### src/rtl/cnt_monitor_if.sv
// Bundle between a free-running count source and its sequence checker.
// master: drives cnt_in/clear, reads status; slave: the checker side.
interface cnt_monitor_if;
    logic [15:0] cnt_in;
    logic        clear;
    logic        locked;
    logic        err_pulse;
    logic [15:0] err_count;
    logic [15:0] last_bad;

    modport master (
        output cnt_in, clear,
        input  locked, err_pulse, err_count, last_bad
    );

    modport slave (
        input  cnt_in, clear,
        output locked, err_pulse, err_count, last_bad
    );
endinterface

### src/rtl/cnt_monitor.sv
// Checks that cnt_in increments by one (mod 2^16) every clock, locks after
// LOCK_CNT good steps, and counts/captures sequence breaks while locked.
// Ports: clk, rst_n (async active-low), bus (slave: cnt_in, clear in;
// locked, err_pulse, err_count, last_bad out, all registered).
module cnt_monitor #(
    parameter int unsigned LOCK_CNT   = 4,
    parameter int unsigned UNLOCK_CNT = 2
) (
    input  logic          clk,
    input  logic          rst_n,
    cnt_monitor_if.slave  bus
);
    localparam logic [7:0] LOCK_C   = 8'(LOCK_CNT);
    localparam logic [7:0] UNLOCK_C = 8'(UNLOCK_CNT);

    typedef enum logic {ACQ, LOCKED} state_t;

    state_t      state, state_nx;
    logic [15:0] prev;
    logic        prev_vld;
    logic [7:0]  run, run_nx;
    logic [7:0]  miss, miss_nx;

    logic        match, miss_hit, count_err;
    logic [15:0] err_count_nx, last_bad_nx;

    logic        locked_q, err_pulse_q;
    logic [15:0] err_count_q, last_bad_q;

    // Equality is evaluated at 16 bits, so prev + 1 wraps 0xFFFF -> 0x0000.
    assign match    = prev_vld && (bus.cnt_in == prev + 16'd1);
    assign miss_hit = prev_vld && !match;

    // State register
    always_ff @(posedge clk or negedge rst_n) begin
        if (!rst_n) begin
            state    <= ACQ;
            run      <= '0;
            miss     <= '0;
            prev     <= '0;
            prev_vld <= 1'b0;
        end else begin
            state    <= state_nx;
            run      <= run_nx;
            miss     <= miss_nx;
            prev     <= bus.cnt_in;
            prev_vld <= 1'b1;
        end
    end

    // Next-state logic
    always_comb begin
        state_nx = state;
        run_nx   = run;
        miss_nx  = miss;
        unique case (state)
            ACQ: begin
                if (match) begin
                    run_nx = run + 8'd1;
                    if (run_nx == LOCK_C) begin
                        state_nx = LOCKED;
                        miss_nx  = '0;
                    end
                end else if (miss_hit) begin
                    run_nx = '0;
                end
            end
            LOCKED: begin
                if (match) begin
                    miss_nx = '0;
                end else if (miss_hit) begin
                    miss_nx = miss + 8'd1;
                    if (miss_nx == UNLOCK_C) begin
                        state_nx = ACQ;
                        run_nx   = '0;
                    end
                end
            end
            default: state_nx = ACQ;
        endcase
    end

    // Output logic: errors only count while locked; clear wins over update
    // but the pulse for a coincident error still fires.
    always_comb begin
        count_err    = (state == LOCKED) && miss_hit;
        err_count_nx = err_count_q;
        last_bad_nx  = last_bad_q;
        if (count_err) begin
            if (err_count_q != 16'hFFFF)
                err_count_nx = err_count_q + 16'd1;
            last_bad_nx = bus.cnt_in;
        end
        if (bus.clear) begin
            err_count_nx = '0;
            last_bad_nx  = '0;
        end
    end

    always_ff @(posedge clk or negedge rst_n) begin
        if (!rst_n) begin
            locked_q    <= 1'b0;
            err_pulse_q <= 1'b0;
            err_count_q <= '0;
            last_bad_q  <= '0;
        end else begin
            locked_q    <= (state_nx == LOCKED);
            err_pulse_q <= count_err;
            err_count_q <= err_count_nx;
            last_bad_q  <= last_bad_nx;
        end
    end

    assign bus.locked    = locked_q;
    assign bus.err_pulse = err_pulse_q;
    assign bus.err_count = err_count_q;
    assign bus.last_bad  = last_bad_q;
endmodule

### src/flat_wrapper.sv
// flat-port wrapper written by rule: the top's interface ports become plain ports
module cnt_monitor_flat 
#(
    parameter int unsigned LOCK_CNT   = 4,
    parameter int unsigned UNLOCK_CNT = 2
)
  (clk, rst_n, bus_cnt_in, bus_clear, bus_locked, bus_err_pulse, bus_err_count, bus_last_bad);
  cnt_monitor_if bus_i ();
  input  logic clk;
  input  logic rst_n;
  input wire logic [$bits(bus_i.cnt_in)-1:0] bus_cnt_in;
  input wire logic [$bits(bus_i.clear)-1:0] bus_clear;
  output wire logic [$bits(bus_i.locked)-1:0] bus_locked;
  output wire logic [$bits(bus_i.err_pulse)-1:0] bus_err_pulse;
  output wire logic [$bits(bus_i.err_count)-1:0] bus_err_count;
  output wire logic [$bits(bus_i.last_bad)-1:0] bus_last_bad;
  assign bus_i.cnt_in = bus_cnt_in;
  assign bus_i.clear = bus_clear;
  assign bus_locked = bus_i.locked;
  assign bus_err_pulse = bus_i.err_pulse;
  assign bus_err_count = bus_i.err_count;
  assign bus_last_bad = bus_i.last_bad;
  cnt_monitor #(.LOCK_CNT(LOCK_CNT), .UNLOCK_CNT(UNLOCK_CNT)) u_core (.clk(clk), .rst_n(rst_n), .bus(bus_i));
endmodule
### config.mk
export PLATFORM = sky130hd
export DESIGN_NAME = cnt_monitor_flat
export DESIGN_NICKNAME = d
export VERILOG_FILES = /design/src/rtl/cnt_monitor_if.sv /design/src/rtl/cnt_monitor.sv /design/src/flat_wrapper.sv
export SDC_FILE = /design/constraint.sdc
export NUM_CORES = 1
export LEC_CHECK = 0
export CAP_MARGIN = 20
export CORE_MARGIN = 5
export CORE_UTILIZATION = 50
export CTS_CLUSTER_DIAMETER = 80
export DETAILED_ROUTE_END_ITERATION = 8
export PLACE_DENSITY = 0.77
export SETUP_SLACK_MARGIN = 0.3
export SYNTH_ARGS = -nofsm -noshare
export SYNTH_HDL_FRONTEND = slang
export SYNTH_SLANG_ARGS = --single-unit
### constraint.sdc
create_clock -name clk -period 2.5 [get_ports clk]
set_input_delay 0.25 -clock clk [delete_from_list [all_inputs] [get_ports clk]]
set_output_delay 0.25 -clock clk [all_outputs]
set_load 0.01 [all_outputs]
==> run summary, run 1 <==
Core box area -> 7690 um2
Port Buffers -> 52
Layout cells sized above 1 -> 0.241
Wire length of the first global-routing pass -> 17.7 mm
Clock sinks -> 67
Worst slew pin tran -> 724 ps
Drt wl/cell -> 17.2 um
Failing checks -> setup timing
Synth Area in Simple Gates -> 0.288
Post-Syn Instances -> 430
Hold WS -> 414 ps
Cell accounting for the most synthesized area -> dfrtp_1
All-Layer GR Usage -> 0.222
Via count -> 3806
Leakage -> 2.24 nW
CP max stage cell -> dfrtp_2
Critical path type -> flop to flop
Die Height -> 98.4 um
Setup WS post-layout -> -147 ps
Mux cell area share after synthesis -> 0.0304
Die Wd -> 98.4 um
Crit-path cells -> ha_4 -> buf_6 -> xor2_2 -> xnor2_1 -> nand4_1 -> nor4_2 -> buf_4 -> o2111ai_2 -> buf_6 -> and3_1 -> mux2_4
Worst skew pair latency -> 350 ps
Num ports -> 53
P_int -> 1.67 mW
Synthesized area -> 3910 um2
Top cells by area, synth -> dfrtp_1, nand3_1, o21ai_0, a21oi_1, nor2_1
Crit path max-delay family -> simple AND/OR/NAND/NOR gates
Die ar. -> 9680 um2
Hold Crit Class -> input port to flop
Total Power -> 2.27 mW
Post-Synth Adder-Cell Area -> 0.0160
Sequential fraction of the synthesis area -> 0.429
Netlist cell types -> 58
Warnings from Yosys -> 0
Non-filler cells, final -> 633
Vias in the first global route -> 3624
Syn_area_per_cell -> 9.08 um2
Switching fraction of total power -> 0.262
Xor/xnor share of the synthesized area -> 0.0493
Peak supply drop -> 381 uV
Largest family of logic cells by synthesized area -> simple AND/OR/NAND/NOR gates
CP arrival -> 2880 ps
Clk slew on worst S/H paths -> 80 ps
Pre-CTS setup slack -> -274 ps
Power per cell area -> 424 nW/um2
WP buf/inv -> 3
Sequential share of power -> 0.495
EDFF count, synth -> 0
DR iter-0 viols -> 280
Final ANT Viol Nets -> 0
Final Wtd Congestion -> 0.940
DRT Wirelength -> 10.9 mm
Compound-Gate Fraction of Synth Area -> 0.149
Max-slew violations -> 0
CTS max path bufs -> 2
Max incr delay on CP -> 450 ps
Net switching power -> 594 uW
Final worst path period share -> 1.06
Commonest non-fill, non-tap cells in the layout -> dfrtp_1, clkdlybuf4s50_1, buf_4
Max FO, Critical Path -> 7
Combinational share of power -> 0.106
Fill count -> 571
ANT cells -> 0
Vias/cell -> 6.01
Row count -> 32
Startpoint types -> flop
Worst Path Required -> 2730 ps
Initial antenna violation count -> 0
Post-synth ARST share -> 1.00
Aggregate global routing overflow -> 0
Commonest non-fill, non-tap cell in the layout -> dfrtp_1
Status -> finished with violations
Slew margin rel. -> 0.512
DP HPWL -> 7.19 mm
TritonCTS clock tree -> yes
Most frequently used flop master after synthesis -> dfrtp_1
H-Tree Depth -> 3
Root buffer cell -> clkbuf_8
# setup viols final -> 44
Most common cell on crit path -> buf_6
CP endpoint kind -> flop
Clock share of power -> 0.399
Initial Utilization -> 0.508
Syn nets -> 454
Final hold violation count -> 0
Max-cap violations -> 0
Area growth, synth to finish -> 36.7%
Iteration count of the initial detailed-routing pass -> 5
Post-synth top area share -> 0.429
Nets -> 550
Post-Place Cells -> 597
RSZ-0062 raised after global routing -> yes
DRC -> 0
CTS Buf Count -> 9
Fin crit period -> 2650 ps
Synth Register Bits -> 67
Clock skew -> 9.50 ps
Pin count of the biggest net entering global routing -> 40
Max Clock Freq -> 378 MHz
==> final cells by class <==
| cell class | instances | area [um2] | share of cell area |
|---|---|---|---|
| Clock buffer | 9 | 124 | 0.0232 |
| Clock inverter | 7 | 68.8 | 0.0129 |
| Inverter | 5 | 18.8 | 0.00352 |
| Multi-Input combinational cell | 332 | 2280 | 0.427 |
| Sequential cell | 67 | 1690 | 0.316 |
| Tap cell | 102 | 128 | 0.0239 |
| Timing Repair Buffer | 111 | 1030 | 0.193 |
==> worst reg2reg max path: cells and delay by family (launching register included) <==
family          cells  cell delay, ps
simple gates        3             670
flops               1             450
mux                 1             300
buf+inv             3             460
compound gates      1             150
fa+ha+maj           1             190
xor+xnor            2             300
==> through the flow <==
step	setup TNS, ps	util	area, um2
finish	-3070	0.694	5340
detailed placement	-7750	0.622	4780
floorplan	0	-	3950
global route	-9180	0.694	5340
global placement	-3860	0.622	4780
CTS	-153	0.675	5190
==> power by group through the flow <==
stage	sequential, mW	clock, mW	combinational (mW)
CTS	1.12	0.918	0.217
global placement	1.14	0	0.197
finish	1.12	0.903	0.241
global route	1.12	0.966	0.262
detailed placement	1.14	0	0.200
floorplan	1.13	0	0.0879
==> per-layer routing <==
layer  routed length [um]  global-route usage  part of all wire
met2                 5350               0.362              0.49
met4                  217              0.0830             0.020
met1                 4670               0.289              0.43
met5                    0                   0                 0
met3                  638              0.0486             0.059
==> registers in the layout, summed over array words and instances, names as in the netlist <==
register and flops:
u_core.state 1, u_core.prev_vld 1, u_core.bus.last_bad 16, u_core.run 8, u_core.bus.err_count 16, u_core.prev 16, u_core.miss 8, u_core.bus.err_pulse 1
==> synthesized netlist by cell type (all sizes together) (11+ instances only) <==
master and number:
xnor2 11, clkbuf 15, nand4 12, nor3 16, o21ai 30, nand2 29
nor2b 11, nand3 42, dfrtp 67, buf 11, and3 18, a21oi 24
xor2 11, nor4 11, nor2 31
==> worst paths after layout <==
| check | from | end | slack, ps | cells past startpoint |
|---|---|---|---|---|
| min in group asynchronous | rst_n | u_core.bus.err_count[4]$_DFFE_PN0P_ | 440 | 2 |
| max reg2reg | u_core.prev[1]$_DFF_PN0_ | u_core.bus.err_count[9]$_DFFE_PN0P_ | -150 | 11 |
| max in group asynchronous | rst_n | u_core.prev[9]$_DFF_PN0_ | 1360 | 3 |
| max | u_core.prev[1]$_DFF_PN0_ | u_core.bus.err_count[9]$_DFFE_PN0P_ | -150 | 11 |
| min | bus_cnt_in[3] | u_core.prev[3]$_DFF_PN0_ | 410 | 1 |
| min reg2reg | u_core.bus.last_bad[0]$_DFFE_PN0P_ | u_core.bus.last_bad[0]$_DFFE_PN0P_ | 550 | 2 |
==> logic make-up after synthesis <==
group / count (synthesis)
mux: 10
compound gates: 93
xor+xnor: 22
simple gates: 201
other cells: 1
buf+inv: 31
fa+ha+maj: 5
flops: 67
==> what timing repair did <==
item / 4_1_cts / 5_1_grt
hold endpoints to repair: 23 / 0
pin swaps: 26 / 8
gates resized for setup: 33 / 30
hold buffers: 1 / 0
setup buffers: 14 / 5
endpoints found under the setup margin: 50 / 50
No activity file was read; power rests on OpenSTA's default activity.
==> run 2: changes to the inputs <==
CTS_CLUSTER_DIAMETER = 200   (was 80)
GPL_ROUTABILITY_DRIVEN = 0   (was unset)
==> results of run 2 <==
The final DEF is identical to that of run 1; final timing and power are the same.
